==> config.mk <==
export PLATFORM = sky130hd
export DESIGN_NAME = paddle_ctrl
export DESIGN_NICKNAME = d
export VERILOG_FILES = /design/src/rtl/paddle_ctrl.sv
export SDC_FILE = /design/constraint.sdc
export NUM_CORES = 1
export LEC_CHECK = 0
export BUFFER_PORTS_ARGS = -buffer_cell sky130_fd_sc_hd__buf_2
export CAP_MARGIN = 25
export CORE_MARGIN = 2
export CORE_UTILIZATION = 60
export CTS_CLUSTER_DIAMETER = 60
export DETAILED_ROUTE_END_ITERATION = 8
export PLACE_DENSITY = 0.81
export SYNTH_ARGS = -nofsm -noshare
export SYNTH_HDL_FRONTEND = slang
export SYNTH_SLANG_ARGS = --single-unit
==> constraint.sdc <==
create_clock -name clk -period 5.5 [get_ports clk]
set_input_delay 0.55 -clock clk [delete_from_list [all_inputs] [get_ports clk]]
set_output_delay 0.55 -clock clk [all_outputs]
set_load 0.05 [all_outputs]
==> src/rtl/paddle_ctrl.sv <==
`default_nettype none
// ============================================================================
// Module   : paddle_ctrl
// Brief    : Parametrised pong paddle controller. Synchronises the two
//            movement buttons, advances the paddle once per movement tick
//            with hold-to-accelerate behaviour, optionally tracks the ball
//            for a CPU player, clamps the paddle to the playfield and
//            produces a registered draw flag for the pixel mux.
// Revision : 1.0 - initial release
// ============================================================================
module paddle_ctrl #(
  parameter int COORD_W    = 6,
  parameter int X_LOC      = 0,
  parameter int PADDLE_W   = 2,
  parameter int PADDLE_H   = 6,
  parameter int Y_MIN      = 6,
  parameter int Y_MAX      = 28,
  parameter int Y_INIT     = 6,
  parameter int STEP_DIV   = 100,
  parameter int FAST_AFTER = 8,
  parameter int DEADBAND   = 1
) (
  input  logic               clk,
  input  logic               rst_n,
  input  logic               i_btn_down,
  input  logic               i_btn_up,
  input  logic               i_auto_en,
  input  logic [COORD_W-1:0] i_ball_y,
  input  logic [COORD_W-1:0] i_counter_x,
  input  logic [COORD_W-1:0] i_counter_y,
  output logic [COORD_W-1:0] o_location_y_axis,
  output logic               o_draw_padle,
  output logic               o_at_top,
  output logic               o_at_bottom,
  output logic               o_fast
);

  // --------------------------------------------------------------------------
  // Constants
  // --------------------------------------------------------------------------
  localparam int c_tick_w = $clog2(STEP_DIV);
  // One spare code above FAST_AFTER so the increment never wraps.
  localparam int c_hold_w = $clog2(FAST_AFTER + 2);

  localparam logic [c_tick_w-1:0] c_tick_last = c_tick_w'(STEP_DIV - 1);
  localparam logic [c_hold_w-1:0] c_hold_max  = c_hold_w'(FAST_AFTER);
  localparam logic [c_hold_w-1:0] c_hold_one  = c_hold_w'(1);

  // Coordinates are handled one bit wider so sums near the top of the
  // coordinate range never wrap.
  localparam logic [COORD_W:0] c_y_lo   = (COORD_W+1)'(Y_MIN);
  localparam logic [COORD_W:0] c_y_hi   = (COORD_W+1)'(Y_MAX - PADDLE_H);
  localparam logic [COORD_W:0] c_half   = (COORD_W+1)'(PADDLE_H / 2);
  localparam logic [COORD_W:0] c_db     = (COORD_W+1)'(DEADBAND);
  localparam logic [COORD_W:0] c_x_lo   = (COORD_W+1)'(X_LOC);
  localparam logic [COORD_W:0] c_pw     = (COORD_W+1)'(PADDLE_W);
  localparam logic [COORD_W:0] c_ph     = (COORD_W+1)'(PADDLE_H);
  localparam logic [COORD_W-1:0] c_y_init = COORD_W'(Y_INIT);

  typedef enum logic [1:0] {
    ST_IDLE = 2'd0,
    ST_SLOW = 2'd1,
    ST_FAST = 2'd2
  } state_t;

  typedef enum logic [1:0] {
    REQ_NONE = 2'd0,
    REQ_DOWN = 2'd1,
    REQ_UP   = 2'd2
  } req_t;

  // --------------------------------------------------------------------------
  // Registers and wires
  // --------------------------------------------------------------------------
  logic                r_dn_meta;
  logic                r_dn_sync;
  logic                r_up_meta;
  logic                r_up_sync;
  logic [c_tick_w-1:0] r_tick_cnt;
  state_t              r_state;
  req_t                r_dir;
  logic [c_hold_w-1:0] r_hold;
  logic [COORD_W-1:0]  r_y;
  logic                r_fast;
  logic                r_draw;

  logic                w_tick;
  req_t                w_req;
  logic [COORD_W:0]    w_y_ext;
  logic [COORD_W:0]    w_center;
  logic [COORD_W:0]    w_ball;
  logic [c_hold_w-1:0] w_hold_inc;
  logic [COORD_W:0]    w_dx;
  logic [COORD_W:0]    w_dy;
  logic                w_in_window;

  // --------------------------------------------------------------------------
  // Move y by amt pixels in direction dir, saturating to the playfield.
  // --------------------------------------------------------------------------
  function automatic logic [COORD_W-1:0] f_step(
    input logic [COORD_W-1:0] y,
    input req_t               dir,
    input logic [1:0]         amt
  );
    logic [COORD_W:0] y_ext;
    logic [COORD_W:0] amt_ext;
    logic [COORD_W:0] res;
    y_ext   = {1'b0, y};
    amt_ext = {{(COORD_W-1){1'b0}}, amt};
    if (dir == REQ_DOWN) begin
      res = y_ext + amt_ext;
      if (res > c_y_hi) begin
        res = c_y_hi;
      end
    end else begin
      if (y_ext < (c_y_lo + amt_ext)) begin
        res = c_y_lo;
      end else begin
        res = y_ext - amt_ext;
      end
    end
    return res[COORD_W-1:0];
  endfunction

  // Two-flop synchronisers for the asynchronous buttons.
  always_ff @(posedge clk or negedge rst_n) begin
    if (!rst_n) begin
      r_dn_meta <= 1'b0;
      r_dn_sync <= 1'b0;
      r_up_meta <= 1'b0;
      r_up_sync <= 1'b0;
    end else begin
      r_dn_meta <= i_btn_down;
      r_dn_sync <= r_dn_meta;
      r_up_meta <= i_btn_up;
      r_up_sync <= r_up_meta;
    end
  end

  // Movement tick divider: counts 0..STEP_DIV-1 and wraps.
  always_ff @(posedge clk or negedge rst_n) begin
    if (!rst_n) begin
      r_tick_cnt <= '0;
    end else if (w_tick) begin
      r_tick_cnt <= '0;
    end else begin
      r_tick_cnt <= r_tick_cnt + c_tick_w'(1);
    end
  end

  assign w_tick     = (r_tick_cnt == c_tick_last);
  assign w_y_ext    = {1'b0, r_y};
  assign w_center   = w_y_ext + c_half;
  assign w_ball     = {1'b0, i_ball_y};
  assign w_hold_inc = r_hold + c_hold_one;

  // Requested direction: ball tracking in auto mode, buttons otherwise.
  always_comb begin
    w_req = REQ_NONE;
    if (i_auto_en) begin
      if (w_ball > (w_center + c_db)) begin
        w_req = REQ_DOWN;
      end else if ((w_ball + c_db) < w_center) begin
        w_req = REQ_UP;
      end
    end else begin
      if (r_dn_sync && !r_up_sync) begin
        w_req = REQ_DOWN;
      end else if (r_up_sync && !r_dn_sync) begin
        w_req = REQ_UP;
      end
    end
  end

  // Movement FSM with registered position and fast flag; advances on ticks.
  always_ff @(posedge clk or negedge rst_n) begin
    if (!rst_n) begin
      r_state <= ST_IDLE;
      r_dir   <= REQ_NONE;
      r_hold  <= '0;
      r_y     <= c_y_init;
      r_fast  <= 1'b0;
    end else if (w_tick) begin
      unique case (r_state)
        ST_IDLE: begin
          if (w_req != REQ_NONE) begin
            r_state <= ST_SLOW;
            r_dir   <= w_req;
            r_hold  <= c_hold_one;
            r_y     <= f_step(r_y, w_req, 2'd1);
          end
        end
        ST_SLOW: begin
          if (w_req == REQ_NONE) begin
            r_state <= ST_IDLE;
            r_hold  <= '0;
          end else if (w_req != r_dir) begin
            r_dir  <= w_req;
            r_hold <= c_hold_one;
            r_y    <= f_step(r_y, w_req, 2'd1);
          end else begin
            r_y <= f_step(r_y, w_req, 2'd1);
            if (w_hold_inc >= c_hold_max) begin
              r_hold  <= c_hold_max;
              r_state <= ST_FAST;
              r_fast  <= 1'b1;
            end else begin
              r_hold <= w_hold_inc;
            end
          end
        end
        ST_FAST: begin
          if (w_req == REQ_NONE) begin
            r_state <= ST_IDLE;
            r_hold  <= '0;
            r_fast  <= 1'b0;
          end else if (w_req != r_dir) begin
            r_state <= ST_SLOW;
            r_dir   <= w_req;
            r_hold  <= c_hold_one;
            r_fast  <= 1'b0;
            r_y     <= f_step(r_y, w_req, 2'd1);
          end else begin
            r_y <= f_step(r_y, w_req, 2'd2);
          end
        end
        default: begin
          r_state <= ST_IDLE;
          r_hold  <= '0;
          r_fast  <= 1'b0;
        end
      endcase
    end
  end

  // Offsets from the paddle origin; a scan position left of / above the
  // paddle wraps to a large value, so one unsigned compare per axis suffices.
  assign w_dx        = {1'b0, i_counter_x} - c_x_lo;
  assign w_dy        = {1'b0, i_counter_y} - w_y_ext;
  assign w_in_window = (w_dx < c_pw) && (w_dy < c_ph);

  // Registered draw flag, one cycle behind the scan coordinates.
  always_ff @(posedge clk or negedge rst_n) begin
    if (!rst_n) begin
      r_draw <= 1'b0;
    end else begin
      r_draw <= w_in_window;
    end
  end

  assign o_location_y_axis = r_y;
  assign o_draw_padle      = r_draw;
  assign o_fast            = r_fast;
  assign o_at_top          = (w_y_ext == c_y_lo);
  assign o_at_bottom       = (w_y_ext == c_y_hi);

endmodule
`default_nettype wire

==> impl_metrics.sql <==
INSERT INTO impl_metrics (metric_group, metric, value, unit) VALUES
('setup_path', 'regToRegSetupSlack', '580', 'ps'),
('timing', 'fin_skew', '4.286', 'ps'),
('placed_design', 'place_hpwl', '5298', 'um'),
('timing', 'rsz0062_at_grt', 'false', ''),
('clock_tree', 'insertion_delay', '280', 'ps'),
('timing', 'report.final.hold_viol_count', '0', ''),
('setup_path', 'start_kind', 'register', ''),
('clock_tree', 'tritoncts_sinks', '27', ''),
('setup_path', 'cpLargestDelayFamily', 'compound AO/OA/AOI/OAI gates', ''),
('setup_path', 'setup.worst_path.start', 'o_location_y_axis[1]', ''),
('clock_tree', 'clk_path_buf_depth', '2', ''),
('clock_tree', 'htreeDepth', '1', ''),
('setup_path', 'timing.critical_path.buf_inv', '2', ''),
('timing', 'setup_tns', '0', 'ps'),
('timing', 'fin_hold_ws', '261.0', 'ps'),
('setup_path', 'critPathArrivalTime', '5090', 'ps'),
('logic_synthesis', 'synth_seq_cells', '27', ''),
('timing', 'maxSlewHeadroom', '0.4542', ''),
('logic_synthesis', 'synthesis.area', '0.002940', 'mm^2'),
('setup_path', 'data_required_time_at_the_worst_endpoint', '5670', 'ps'),
('grt', 'first_global_vias', '2561', ''),
('clock_tree', 'cts_tree', 'built', ''),
('floorplan', 'num_io_pins', '33', ''),
('logic_synthesis', 'avgSynthCellArea', '8.725', 'um^2'),
('grt', 'grt_first_pass_wirelength', '11540', 'um'),
('min_path', 'holdCritPathClass', 'in -> async', ''),
('power', 'power.density', '128.2', 'mW/mm^2'),
('layout', 'area_delta_synth_final', '8.468', '%'),
('floorplan', 'placement_rows', '25', ''),
('setup_path', 'cpPeakStageDelay', '640', 'ps'),
('layout', 'drive_gt1_frac', '0.1786', ''),
('logic_synthesis', 'postSynthCellCount', '337', ''),
('floorplan', 'die_x', '74.01', 'um'),
('setup_path', 'timing.critical_path.depth', '16', ''),
('route', 'detail-route-antenna-nets', '0', ''),
('floorplan', 'placeableCoreArea', '0.004723', 'mm^2'),
('setup_path', 'rr_endpoint', 'o_location_y_axis[5]', ''),
('route', 'viasPerCell', '6.239', ''),
('logic_synthesis', 'dominantRegCellSynth', 'dfrtp_1', ''),
('setup_path', 'critical_path.cell_chain', 'inv_1, ha_1, xnor2_1, inv_1, nor3_1, nand2_1, xnor2_1, ha_1, nand3_1, a21oi_1, a211o_2, a31oi_1, o21ai_0, o211ai_1, a41o_1, a221o_1', ''),
('clock_tree', 'clk_pin_slew_worst_paths', '100', 'ps'),
('layout', 'diodes', '0', ''),
('setup_path', 'crit_path_end', 'o_location_y_axis[5]', ''),
('layout', 'layout_net_count', '422', ''),
('clock_tree', 'cts_buffers', '3', ''),
('floorplan', 'die_height', '74.01', 'um'),
('logic_synthesis', 'synth_seq_area_share', '0.2306', ''),
('run_status', 'run_status', 'completed', ''),
('logic_synthesis', 'ys_types', '84', ''),
('route', 'first_pass_iters', '4', ''),
('setup_path', 'reg2regPathDepth', '16', ''),
('timing', 'post-route-period-util', '0.8953', ''),
('timing', 'achievable-frequency', '203.1', 'MHz'),
('setup_path', 'critPathCaptureType', 'register', ''),
('setup_path', 'worstPathMaxFanout', '11', ''),
('grt', 'initial_antenna_violation_count', '0', ''),
('placed_design', 'final_weighted_congestion_of_routability_driven_global_placement', '0.8723', ''),
('clock_tree', 'cts-hold-fix-buffers', '0', ''),
('route', 'drt-wirelength-per-cell', '15.71', 'um'),
('setup_path', 'timing.setup.critical_path_class', 'reg -> reg', ''),
('timing', 'post-route-min-period', '4924', 'ps'),
('setup_path', 'r2r-start', 'o_location_y_axis[1]', ''),
('power', 'power.static_leakage', '1.437', 'nW'),
('route', 'number_of_drc_markers_in_iteration_0', '161', ''),
('floorplan', 'floorplan.initialDensity', '0.6225', ''),
('clock_tree', 'postCtsSetupRepairBufs', '0', ''),
('clock_tree', 'cts_root_buf', 'clkbuf_8', ''),
('floorplan', 'die_area', '0.005477', 'mm^2'),
('clock_tree', 'post_cts_resize_count', '0', ''),
('logic_synthesis', 'synth_async_sr_flop_share', '1.000', ''),
('route', 'finalWirelength', '6772', 'um');
## stage by stage
step             util  cells  total power, W  worst slack, ps  cell area (um^2)
3_5_place_dp   0.6649    427       0.0002955            617.3              3141
5_1_grt        0.6752    431       0.0004310            129.1              3189
6_report       0.6752    431       0.0004089            575.8              3189
3_3_place_gp   0.6649    427       0.0002918            824.2              3141
4_1_cts        0.6752    431       0.0004119            589.3              3189
2_1_floorplan       -    337       0.0002683             1091              2940
## flip-flops by register name (all words and copies together), names as in the netlist
register	count
r_dn_meta	1
r_hold	4
r_dir	2
o_fast	1
r_tick_cnt	7
o_location_y_axis	6
r_dn_sync	1
r_up_meta	1
r_up_sync	1
r_state	2
o_draw_padle	1
## worst reg2reg max path, cell delays in order (launching register included)
cell and delay [ps]:
dfstp_2 640, inv_1 220, ha_1 330, xnor2_1 360, inv_1 130, nor3_1 280, nand2_1 110, xnor2_1 140
ha_1 320, nand3_1 120, a21oi_1 190, a211o_2 180, a31oi_1 100, o21ai_0 510, o211ai_1 480, a41o_1 350
a221o_1 340
## layer usage
metal  vias to the layer above  GRT usage  share of wire  wire [um]
li1                       1327          -              -          -
met1                      1271     0.3502           0.44       2976
met3                        10    0.03794          0.045        305
met2                        81     0.4623           0.50       3385
met5                         -          0              0          0
met4                         0    0.06667          0.015        104
## placed cells by master, fill, tap and decap left out, types with 7 or more instances in the layout
cell | synthesis | routed
ha_1 | 33 | 33
buf_2 | 1 | 31
dfrtp_1 | 25 | 25
nand2_1 | 24 | 24
nor2_1 | 23 | 23
nand3_1 | 19 | 19
a21oi_1 | 16 | 16
nor3_1 | 15 | 15
inv_1 | 15 | 15
xnor2_1 | 12 | 12
o21ai_0 | 12 | 12
and3_1 | 8 | 8
o211ai_1 | 7 | 7
## Yosys cell counts (4+ instances only)
master,count,area share
xnor2_1,12,0.036
inv_1,15,0.019
ha_1,33,0.14
clkbuf_1,7,0.0089
nand2_1,24,0.031
a211oi_1,4,0.010
a41oi_1,4,0.012
dfrtp_1,25,0.21
and3_1,8,0.017
o21ai_0,12,0.020
nand3_1,19,0.032
xor2_1,5,0.015
nor3_1,15,0.026
o211ai_1,7,0.018
nor2b_1,5,0.011
nor2_1,23,0.029
a21oi_1,16,0.027
a22o_1,4,0.012
a31oi_1,4,0.0085
## kinds of logic after synthesis
kind of cell / count (synthesis) / share of synthesized area
buffers and inverters: 28 / 0.04127
and+or+nand+nor: 125 / 0.2328
AOI/OAI and AO/OA: 96 / 0.2494
DFF: 27 / 0.2306
xor gates and xnor gates: 19 / 0.06936
adders and majority gates: 34 / 0.1472
muxes: 8 / 0.02936
## area by class of cell
| type | count | area, um^2 |
|---|---|---|
| fillers | 386 | 1534 |
| clock inverters | 1 | 7.507 |
| flip-flops and latches | 27 | 678.2 |
| well taps | 67 | 83.83 |
| multi-input cells | 282 | 2141 |
| repair buffers | 33 | 170.2 |
| clock buffers | 3 | 41.29 |
| inverters | 18 | 67.56 |
## where the power goes
| group | leakage [nW] | switching [W] | internal, W |
|---|---|---|---|
| logic | 1.08 | 0.0000535 | 0.0000348 |
| registers | 0.334 | 0.00000325 | 0.000200 |
| clock network | 0.0217 | 0.0000654 | 0.0000515 |
| total | 1.44 | 0.000122 | 0.000287 |
## how the worst min path moves through the flow
stage	endpoint	slack, ps
after floorplan	o_draw_padle	250
after global placement	r_dn_sync	330
after detailed placement	r_up_sync	340
after CTS	r_tick_cnt[4]	290
after global routing	r_dir[0]	310
final	r_dir[0]	260
Note: power is estimated with default switching activity, not from simulation.
